===== src/rtl/ysyx_23060124_mem_arbiter_if.sv =====
// Bus bundle between the IFU/LSU requesters, the shared-memory arbiter and the memory port.
// slave is the arbiter's view; master is the view of the cores plus the memory behind it.
interface ysyx_23060124_mem_arbiter_if #(
    parameter int ADDR_W = 32,
    parameter int DATA_W = 32
);
    logic                  ifu_req_valid;
    logic                  ifu_req_ready;
    logic [ADDR_W-1:0]     ifu_req_addr;
    logic                  ifu_resp_valid;
    logic [DATA_W-1:0]     ifu_resp_rdata;
    logic                  ifu_resp_err;

    logic                  lsu_req_valid;
    logic                  lsu_req_ready;
    logic [ADDR_W-1:0]     lsu_req_addr;
    logic                  lsu_req_wen;
    logic [DATA_W-1:0]     lsu_req_wdata;
    logic [DATA_W/8-1:0]   lsu_req_wstrb;
    logic                  lsu_resp_valid;
    logic [DATA_W-1:0]     lsu_resp_rdata;
    logic                  lsu_resp_err;

    logic                  mem_req_valid;
    logic                  mem_req_ready;
    logic [ADDR_W-1:0]     mem_req_addr;
    logic                  mem_req_wen;
    logic [DATA_W-1:0]     mem_req_wdata;
    logic [DATA_W/8-1:0]   mem_req_wstrb;
    logic                  mem_resp_valid;
    logic                  mem_resp_ready;
    logic [DATA_W-1:0]     mem_resp_rdata;

    modport slave (
        input  ifu_req_valid, ifu_req_addr,
        output ifu_req_ready, ifu_resp_valid, ifu_resp_rdata, ifu_resp_err,
        input  lsu_req_valid, lsu_req_addr, lsu_req_wen, lsu_req_wdata, lsu_req_wstrb,
        output lsu_req_ready, lsu_resp_valid, lsu_resp_rdata, lsu_resp_err,
        output mem_req_valid, mem_req_addr, mem_req_wen, mem_req_wdata, mem_req_wstrb,
        input  mem_req_ready,
        input  mem_resp_valid, mem_resp_rdata,
        output mem_resp_ready
    );

    modport master (
        output ifu_req_valid, ifu_req_addr,
        input  ifu_req_ready, ifu_resp_valid, ifu_resp_rdata, ifu_resp_err,
        output lsu_req_valid, lsu_req_addr, lsu_req_wen, lsu_req_wdata, lsu_req_wstrb,
        input  lsu_req_ready, lsu_resp_valid, lsu_resp_rdata, lsu_resp_err,
        input  mem_req_valid, mem_req_addr, mem_req_wen, mem_req_wdata, mem_req_wstrb,
        output mem_req_ready,
        output mem_resp_valid, mem_resp_rdata,
        input  mem_resp_ready
    );
endinterface


===== src/rtl/ysyx_23060124_mem_arbiter.sv =====
// Round-robin arbiter sharing one memory port between IFU and LSU, one transaction in flight.
// The timeout fires on the TIMEOUT-th consecutive RESP cycle without a memory response.
module ysyx_23060124_mem_arbiter #(
    parameter int ADDR_W  = 32,
    parameter int DATA_W  = 32,
    parameter int TIMEOUT = 255
) (
    input  logic clock,
    input  logic reset,
    ysyx_23060124_mem_arbiter_if.slave bus
);
    localparam int STRB_W  = DATA_W / 8;
    localparam int CNT_W   = (TIMEOUT > 1) ? $clog2(TIMEOUT) : 1;
    localparam int TO_LAST = (TIMEOUT > 0) ? TIMEOUT - 1 : 0;

    typedef enum logic [1:0] {IDLE, REQ, RESP} state_e;
    typedef enum logic {OWN_IFU = 1'b0, OWN_LSU = 1'b1} owner_e;

    typedef struct packed {
        logic [ADDR_W-1:0] addr;
        logic              wen;
        logic [DATA_W-1:0] wdata;
        logic [STRB_W-1:0] wstrb;
    } req_t;

    state_e           state, state_nxt;
    owner_e           owner, last_grant;
    req_t             req_q;
    logic [CNT_W-1:0] cnt;
    logic             grant_ifu, grant_lsu, fire, fire_err;

    logic              ifu_rv, ifu_re, lsu_rv, lsu_re;
    logic [DATA_W-1:0] ifu_rd, lsu_rd;

    always_ff @(posedge clock or posedge reset) begin
        if (reset) state <= IDLE;
        else       state <= state_nxt;
    end

    // Grants are gated by reset so every output reads 0 while reset is held.
    always_comb begin
        state_nxt = state;
        grant_ifu = 1'b0;
        grant_lsu = 1'b0;
        fire      = 1'b0;
        fire_err  = 1'b0;
        unique case (state)
            IDLE: begin
                if (!reset) begin
                    if (bus.ifu_req_valid && bus.lsu_req_valid) begin
                        grant_lsu = (last_grant == OWN_IFU);
                        grant_ifu = (last_grant == OWN_LSU);
                    end else begin
                        grant_ifu = bus.ifu_req_valid;
                        grant_lsu = bus.lsu_req_valid;
                    end
                    if (grant_ifu || grant_lsu) state_nxt = REQ;
                end
            end
            REQ: begin
                if (bus.mem_req_ready) state_nxt = RESP;
            end
            RESP: begin
                if (bus.mem_resp_valid) begin
                    fire      = 1'b1;
                    state_nxt = IDLE;
                end else if (TIMEOUT != 0 && cnt == CNT_W'(TO_LAST)) begin
                    fire      = 1'b1;
                    fire_err  = 1'b1;
                    state_nxt = IDLE;
                end
            end
            default: state_nxt = IDLE;
        endcase
    end

    always_ff @(posedge clock or posedge reset) begin
        if (reset) begin
            req_q      <= '0;
            owner      <= OWN_IFU;
            last_grant <= OWN_IFU;
            cnt        <= '0;
            ifu_rv     <= 1'b0;
            ifu_rd     <= '0;
            ifu_re     <= 1'b0;
            lsu_rv     <= 1'b0;
            lsu_rd     <= '0;
            lsu_re     <= 1'b0;
        end else begin
            ifu_rv <= 1'b0;
            lsu_rv <= 1'b0;
            if (grant_ifu) begin
                req_q      <= '{addr: bus.ifu_req_addr, wen: 1'b0, wdata: '0, wstrb: '0};
                owner      <= OWN_IFU;
                last_grant <= OWN_IFU;
            end else if (grant_lsu) begin
                req_q      <= '{addr:  bus.lsu_req_addr,
                                wen:   bus.lsu_req_wen,
                                wdata: bus.lsu_req_wdata,
                                wstrb: bus.lsu_req_wen ? bus.lsu_req_wstrb : '0};
                owner      <= OWN_LSU;
                last_grant <= OWN_LSU;
            end
            if (state == REQ)               cnt <= '0;
            else if (state == RESP && !fire) cnt <= cnt + 1'b1;
            if (fire) begin
                if (owner == OWN_IFU) begin
                    ifu_rv <= 1'b1;
                    ifu_rd <= fire_err ? '0 : bus.mem_resp_rdata;
                    ifu_re <= fire_err;
                end else begin
                    // store acks carry no data
                    lsu_rv <= 1'b1;
                    lsu_rd <= (fire_err || req_q.wen) ? '0 : bus.mem_resp_rdata;
                    lsu_re <= fire_err;
                end
            end
        end
    end

    assign bus.ifu_req_ready  = grant_ifu;
    assign bus.lsu_req_ready  = grant_lsu;
    assign bus.mem_req_valid  = (state == REQ);
    assign bus.mem_req_addr   = req_q.addr;
    assign bus.mem_req_wen    = req_q.wen;
    assign bus.mem_req_wdata  = req_q.wdata;
    assign bus.mem_req_wstrb  = req_q.wstrb;
    assign bus.mem_resp_ready = (state == RESP);
    assign bus.ifu_resp_valid = ifu_rv;
    assign bus.ifu_resp_rdata = ifu_rd;
    assign bus.ifu_resp_err   = ifu_re;
    assign bus.lsu_resp_valid = lsu_rv;
    assign bus.lsu_resp_rdata = lsu_rd;
    assign bus.lsu_resp_err   = lsu_re;
endmodule

===== src/flat_wrapper.sv =====
// flat-port wrapper written by rule: the top's interface ports become plain ports
module ysyx_23060124_mem_arbiter_flat 
#(
    parameter int ADDR_W  = 32,
    parameter int DATA_W  = 32,
    parameter int TIMEOUT = 255
)
  (clock, reset, bus_ifu_req_valid, bus_ifu_req_addr, bus_ifu_req_ready, bus_ifu_resp_valid, bus_ifu_resp_rdata, bus_ifu_resp_err, bus_lsu_req_valid, bus_lsu_req_addr, bus_lsu_req_wen, bus_lsu_req_wdata, bus_lsu_req_wstrb, bus_lsu_req_ready, bus_lsu_resp_valid, bus_lsu_resp_rdata, bus_lsu_resp_err, bus_mem_req_valid, bus_mem_req_addr, bus_mem_req_wen, bus_mem_req_wdata, bus_mem_req_wstrb, bus_mem_req_ready, bus_mem_resp_valid, bus_mem_resp_rdata, bus_mem_resp_ready);
  ysyx_23060124_mem_arbiter_if #(.ADDR_W(ADDR_W), .DATA_W(DATA_W)) bus_i ();
  input  logic clock;
  input  logic reset;
  input wire logic [$bits(bus_i.ifu_req_valid)-1:0] bus_ifu_req_valid;
  input wire logic [$bits(bus_i.ifu_req_addr)-1:0] bus_ifu_req_addr;
  output wire logic [$bits(bus_i.ifu_req_ready)-1:0] bus_ifu_req_ready;
  output wire logic [$bits(bus_i.ifu_resp_valid)-1:0] bus_ifu_resp_valid;
  output wire logic [$bits(bus_i.ifu_resp_rdata)-1:0] bus_ifu_resp_rdata;
  output wire logic [$bits(bus_i.ifu_resp_err)-1:0] bus_ifu_resp_err;
  input wire logic [$bits(bus_i.lsu_req_valid)-1:0] bus_lsu_req_valid;
  input wire logic [$bits(bus_i.lsu_req_addr)-1:0] bus_lsu_req_addr;
  input wire logic [$bits(bus_i.lsu_req_wen)-1:0] bus_lsu_req_wen;
  input wire logic [$bits(bus_i.lsu_req_wdata)-1:0] bus_lsu_req_wdata;
  input wire logic [$bits(bus_i.lsu_req_wstrb)-1:0] bus_lsu_req_wstrb;
  output wire logic [$bits(bus_i.lsu_req_ready)-1:0] bus_lsu_req_ready;
  output wire logic [$bits(bus_i.lsu_resp_valid)-1:0] bus_lsu_resp_valid;
  output wire logic [$bits(bus_i.lsu_resp_rdata)-1:0] bus_lsu_resp_rdata;
  output wire logic [$bits(bus_i.lsu_resp_err)-1:0] bus_lsu_resp_err;
  output wire logic [$bits(bus_i.mem_req_valid)-1:0] bus_mem_req_valid;
  output wire logic [$bits(bus_i.mem_req_addr)-1:0] bus_mem_req_addr;
  output wire logic [$bits(bus_i.mem_req_wen)-1:0] bus_mem_req_wen;
  output wire logic [$bits(bus_i.mem_req_wdata)-1:0] bus_mem_req_wdata;
  output wire logic [$bits(bus_i.mem_req_wstrb)-1:0] bus_mem_req_wstrb;
  input wire logic [$bits(bus_i.mem_req_ready)-1:0] bus_mem_req_ready;
  input wire logic [$bits(bus_i.mem_resp_valid)-1:0] bus_mem_resp_valid;
  input wire logic [$bits(bus_i.mem_resp_rdata)-1:0] bus_mem_resp_rdata;
  output wire logic [$bits(bus_i.mem_resp_ready)-1:0] bus_mem_resp_ready;
  assign bus_i.ifu_req_valid = bus_ifu_req_valid;
  assign bus_i.ifu_req_addr = bus_ifu_req_addr;
  assign bus_ifu_req_ready = bus_i.ifu_req_ready;
  assign bus_ifu_resp_valid = bus_i.ifu_resp_valid;
  assign bus_ifu_resp_rdata = bus_i.ifu_resp_rdata;
  assign bus_ifu_resp_err = bus_i.ifu_resp_err;
  assign bus_i.lsu_req_valid = bus_lsu_req_valid;
  assign bus_i.lsu_req_addr = bus_lsu_req_addr;
  assign bus_i.lsu_req_wen = bus_lsu_req_wen;
  assign bus_i.lsu_req_wdata = bus_lsu_req_wdata;
  assign bus_i.lsu_req_wstrb = bus_lsu_req_wstrb;
  assign bus_lsu_req_ready = bus_i.lsu_req_ready;
  assign bus_lsu_resp_valid = bus_i.lsu_resp_valid;
  assign bus_lsu_resp_rdata = bus_i.lsu_resp_rdata;
  assign bus_lsu_resp_err = bus_i.lsu_resp_err;
  assign bus_mem_req_valid = bus_i.mem_req_valid;
  assign bus_mem_req_addr = bus_i.mem_req_addr;
  assign bus_mem_req_wen = bus_i.mem_req_wen;
  assign bus_mem_req_wdata = bus_i.mem_req_wdata;
  assign bus_mem_req_wstrb = bus_i.mem_req_wstrb;
  assign bus_i.mem_req_ready = bus_mem_req_ready;
  assign bus_i.mem_resp_valid = bus_mem_resp_valid;
  assign bus_i.mem_resp_rdata = bus_mem_resp_rdata;
  assign bus_mem_resp_ready = bus_i.mem_resp_ready;
  ysyx_23060124_mem_arbiter #(.ADDR_W(ADDR_W), .DATA_W(DATA_W), .TIMEOUT(TIMEOUT)) u_core (.clock(clock), .reset(reset), .bus(bus_i));
endmodule

===== config.mk =====
export PLATFORM = sky130hd
export DESIGN_NAME = ysyx_23060124_mem_arbiter_flat
export DESIGN_NICKNAME = d
export VERILOG_FILES = /design/src/rtl/ysyx_23060124_mem_arbiter_if.sv /design/src/rtl/ysyx_23060124_mem_arbiter.sv /design/src/flat_wrapper.sv
export SDC_FILE = /design/constraint.sdc
export NUM_CORES = 1
export LEC_CHECK = 0
export BUFFER_PORTS_ARGS = -buffer_cell sky130_fd_sc_hd__buf_2
export CAP_MARGIN = 25
export CORE_AREA = 4 4 119 121
export DETAILED_ROUTE_END_ITERATION = 7
export DIE_AREA = 0 0 123 125
export GPL_ROUTABILITY_DRIVEN = 1
export PLACE_DENSITY_LB_ADDON = 0.12
export SYNTH_ARGS = -nofsm -noshare
export SYNTH_HDL_FRONTEND = slang
export SYNTH_SLANG_ARGS = --single-unit

===== constraint.sdc =====
create_clock -name clock -period 8.8 [get_ports clock]
set_input_delay 1.76 -clock clock [delete_from_list [all_inputs] [get_ports clock]]
set_output_delay 1.76 -clock clock [all_outputs]
set_load 0.005 [all_outputs]

After elaboration in Yosys (flattened, before gate mapping)
Cells that the tools add are included.
- register bits: 148
- input port bits: 139
- word-level logic and storage cells: 67
- add/sub/neg operators: 1
- equality and inequality tests: 7
- multiplexer cells: 34
- bitwise logic cells: 1
- reductions and logical operators: 11
- operators with widths (operator ; count):
    69-bit 2-to-1 mux ; 2
    32-bit 2-to-1 mux ; 2
    1-bit 2-to-1 mux ; 21
    8-bit 2-to-1 mux ; 2
    2-bit 2-to-1 mux ; 5
    8-bit by 1-bit adder with 8-bit output, second input constant ; 1
    8-bit equality test, second input constant ; 1
    2-bit one-hot mux with 3 select lines ; 1
    4-bit 2-to-1 mux ; 1
    2-bit by 1-bit != test with 1-bit output, second input constant ; 2
    2-bit AND reduction ; 2
    4-bit AND reduction ; 1
    2-bit nonzero test ; 2
    3-bit by 2-bit != test with 1-bit output, second input constant ; 1
    2-bit by 1-bit equality test with 1-bit output, second input constant ; 1
    2-bit equality test, second input constant ; 1
    1-bit logical AND ; 2
    2-bit logical NOT ; 1
    1-bit logical OR ; 2
    2-bit != test, second input constant ; 1
    1-bit logical NOT ; 1
    1-bit inverter ; 1

Depth between registers and ports, before layout
- word-level depth: 8
- mapped depth: 6
- mapped depth without buffers: 5

Worst setup path before layout
No wires, ideal clock.
- kind: input-to-output
- from: input port reset
- to: output port bus_ifu_req_ready
- arrival time: 2.479 ns
- required time: 7.040 ns
- slack: 4.561 ns
- stages on the path: 4
- cell sequence: nor3_4 > and3_1 > buf_2 > buf_4
- longest elaborated chain between the ends: 2
- RTL lines (item ; line ; source):
    start, declared ; flat_wrapper.sv:11 ; input logic reset;
    1-bit 2-to-1 mux ; ysyx_23060124_mem_arbiter.sv:49 ; if (!reset) begin
    1-bit 2-to-1 mux ; ysyx_23060124_mem_arbiter.sv:47 ; unique case (state)
    end, declared ; flat_wrapper.sv:14 ; output wire logic [$bits(bus_i.ifu_req_ready)-1:0] bus_ifu_req_ready;
No other way between the ends.

Final worst setup path
Same ends and word-level chain as after synthesis.

==> qor.csv <==
metric;value;unit
Die W;123;um
post-synthesis sequential area ratio;0.577;
worst hold path type;flop to flop;
synthesized area;6420;sq um
RSZ-0062 raised after global routing;no;
Clock transition at path regs;60;ps
Initial DRC Count;501;
Vias;5624;
IO Port Bufs;279;
initial antenna violation count;1;
post-CTS setup buffer count;0;
Layout fillers;1073;
fraction of registers with async set or reset after synthesis;1.00;
EDFF count, synth;0;
worst reg2reg endpoint;u_core.bus.mem_req_addr[19];
peak supply drop;167;uV
TNS Setup;0;ps
R2R depth;5;
Leakage;4.48;nW
top cell type's share of synthesized area;0.577;
Critical Path End Type;primary output;
Max Fclk;0.205;GHz
global route overflow;0;
data arrival time of the critical path;3120;ps
Cell Int Power;1.79;mW
post-synth top area cell;dfrtp_1;
switch share;0.319;
met2 routed WL;9360;um
Sink Count;148;
number of global-route vias before repair;5570;
CTS Buf Count;17;
# rows;42;
vias per cell;5.58;
Die Span Y;125;um
Area contributors post-synth;dfrtp_1 58%, o21ai_0 5.1%, a221o_1 5.0%;
Root Buffer;clkbuf_16;
WL/cell;18.9;um
layout cells sized above 1;0.390;
final hold vios;0;
clock power share;0.277;
gr usage total;0.247;
fin crit period;4880;ps
crit path kind;primary input to primary output;
status;finished clean;
first-pass GRT wire length;29600;um
ant diodes;0;
Post-synth top flop;dfrtp_1;
area of the die;15400;sq um
pin count of the biggest net entering global routing;99;
CP Data Required Time;7040;ps
crit-path max FO;36;
Flop pwr share;0.407;
Routability Congestion;0.838;
fin. max-slew vios;0;
Netlist cell types;44;
final setup fails;0;
Top Layer Used;met5;
routed wl met3;1510;um
RR Startpoint;u_core.state[0];
Synth Warn #;0;
CTS max path bufs;2;
area grow syn2layout;31.9;%
Hold EP;u_core.bus.mem_req_wstrb[1];
Max-cap violations;0;
R2R setup slack;6550;ps
Core Area;13100;sq um
Max Clock Skew;8.60;ps
final WL;19000;um
worst slew pin tran;878;ps
power per cell area;311;nW/um^2
H-Tree Depth;4;
detailed-route DRC error count;0;
TritonCTS clock tree;done;
Final HPWL DP;13200;um
Seq cells post-synth;148;
Hold Crit Depth;1;
syn nets;698;
P_sw;839;uW
NumNets Final;959;
Worst-Skew Late Latency;420;ps
Logic pwr share;0.316;
Mean Syn Cell Area;11.5;sq um
Critical Path Source;reset;
Gate Count Post-Synth;557;
fin util;0.647;
drt pass-1 iters;6;
min-delay src;u_core.bus.mem_req_wstrb[1];
startpoint types;primary input;
CTS-repair resized insts;0;
max_slew headroom;0.415;
DRT antenna net count;0;
Post-Route M1 WL;7580;um
# hold bufs at CTS;0;
Starting Density;0.490;
IO Count;280;
period utilization;0.555;
==> worst max-delay path by stage <==
stage / end / slack [ps] / depth (start not counted)
floorplan: u_core.bus.ifu_resp_err / 3060 / 1
global placement: bus_ifu_req_ready / 3940 / 6
detailed placement: bus_ifu_req_ready / 3920 / 6
CTS: bus_ifu_req_ready / 3920 / 6
global route: bus_ifu_req_ready / 3830 / 6
finish: bus_ifu_req_ready / 3920 / 6
==> state kept, by name (all words and copies together) (netlist names) <==
signal and cells:
u_core.bus.ifu_resp_rdata 32, u_core.bus.lsu_resp_rdata 32, u_core.bus.mem_req_addr 32, u_core.bus.mem_req_wdata 32, u_core.cnt 8, u_core.bus.mem_req_wstrb 4
u_core.state 2, u_core.bus.ifu_resp_err 1, u_core.bus.ifu_resp_valid 1, u_core.bus.lsu_resp_err 1, u_core.bus.lsu_resp_valid 1, u_core.bus.mem_req_wen 1
u_core.last_grant 1
==> per-stage QoR <==
stage / cells / cell area, sq um / total power [mW] / worst slack (ps) / hold slack, ps
after detailed placement: 975 / 7870 / 1.92 / 3920 / 477
after global routing: 1007 / 8460 / 2.80 / 3830 / 512
after global placement: 974 / 7840 / 1.87 / 3940 / 469
after CTS: 1007 / 8460 / 2.66 / 3920 / 490
final: 1007 / 8460 / 2.63 / 3920 / 484
after floorplan: 557 / 6420 / 1.52 / 3060 / 478
==> per-layer routing <==
layer / track usage / vias up
li1: - / 2595
met1: 0.312 / 2722
met2: 0.397 / 268
met3: 0.0678 / 37
met4: 0.106 / 2
met5: 0 / -
==> critical path, stage by stage <==
cell    delay, ps
buf_2         140
nor3_4        150
buf_4         330
and3_1        210
buf_4         330
buf_2         190
==> kinds of logic after synthesis <==
logic type / count (synthesis) / share of synthesized area
simple gates: 39 / 0.0392
buf+inv: 118 / 0.0848
mux: 6 / 0.00936
compound gates: 244 / 0.286
flops: 148 / 0.577
fa+ha+maj: 2 / 0.00390
==> power by group through the flow <==
stage / clock (mW) / combinational [mW] / sequential, mW
finish: 0.730 / 0.832 / 1.07
global route: 0.774 / 0.923 / 1.10
CTS: 0.740 / 0.846 / 1.07
detailed placement: 0 / 0.849 / 1.07
global placement: 0 / 0.806 / 1.07
floorplan: 0 / 0.447 / 1.07
==> layout make-up <==
type | instances | area, sq um | share of cell area
Multi-Input combinational cell | 291 | 2180 | 0.257
Clock inverter | 9 | 128 | 0.0151
Tap cell | 176 | 220 | 0.0260
Clock buffer | 23 | 468 | 0.0553
Sequential cell | 148 | 3700 | 0.438
Timing Repair Buffer | 290 | 1500 | 0.177
Inverter | 70 | 268 | 0.0316
==> placed cells by master, fill, tap and decap left out, types with 4 or more instances in the layout <==
cell type / instances
a32oi_1: 32
a22oi_1: 32
clkbuf_1: 4
a221o_1: 32
dfrtp_1: 148
buf_4: 10
a22o_1: 33
a21boi_0: 32
mux2i_1: 6
buf_2: 279
a32o_1: 4
clkbuf_16: 17
o21ai_0: 66
inv_1: 69
nand2_1: 11
==> synthesized netlist by cell type (2+ instances only) <==
cell type	instances
a22oi_1	32
a211oi_1	2
ha_1	2
dfrtp_1	148
nor2_1	3
a221o_1	32
inv_1	70
clkbuf_1	21
a22o_1	33
a21oi_1	3
nand2b_1	2
o21ai_0	66
a32oi_1	32
a21boi_0	32
nor3_1	2
buf_2	12
mux2i_1	6
buf_4	7
a32o_1	4
buf_6	8
nand2_1	11
and4_1	3
o22a_1	2
and3_1	4
Note: power is estimated with default switching activity, not from simulation.
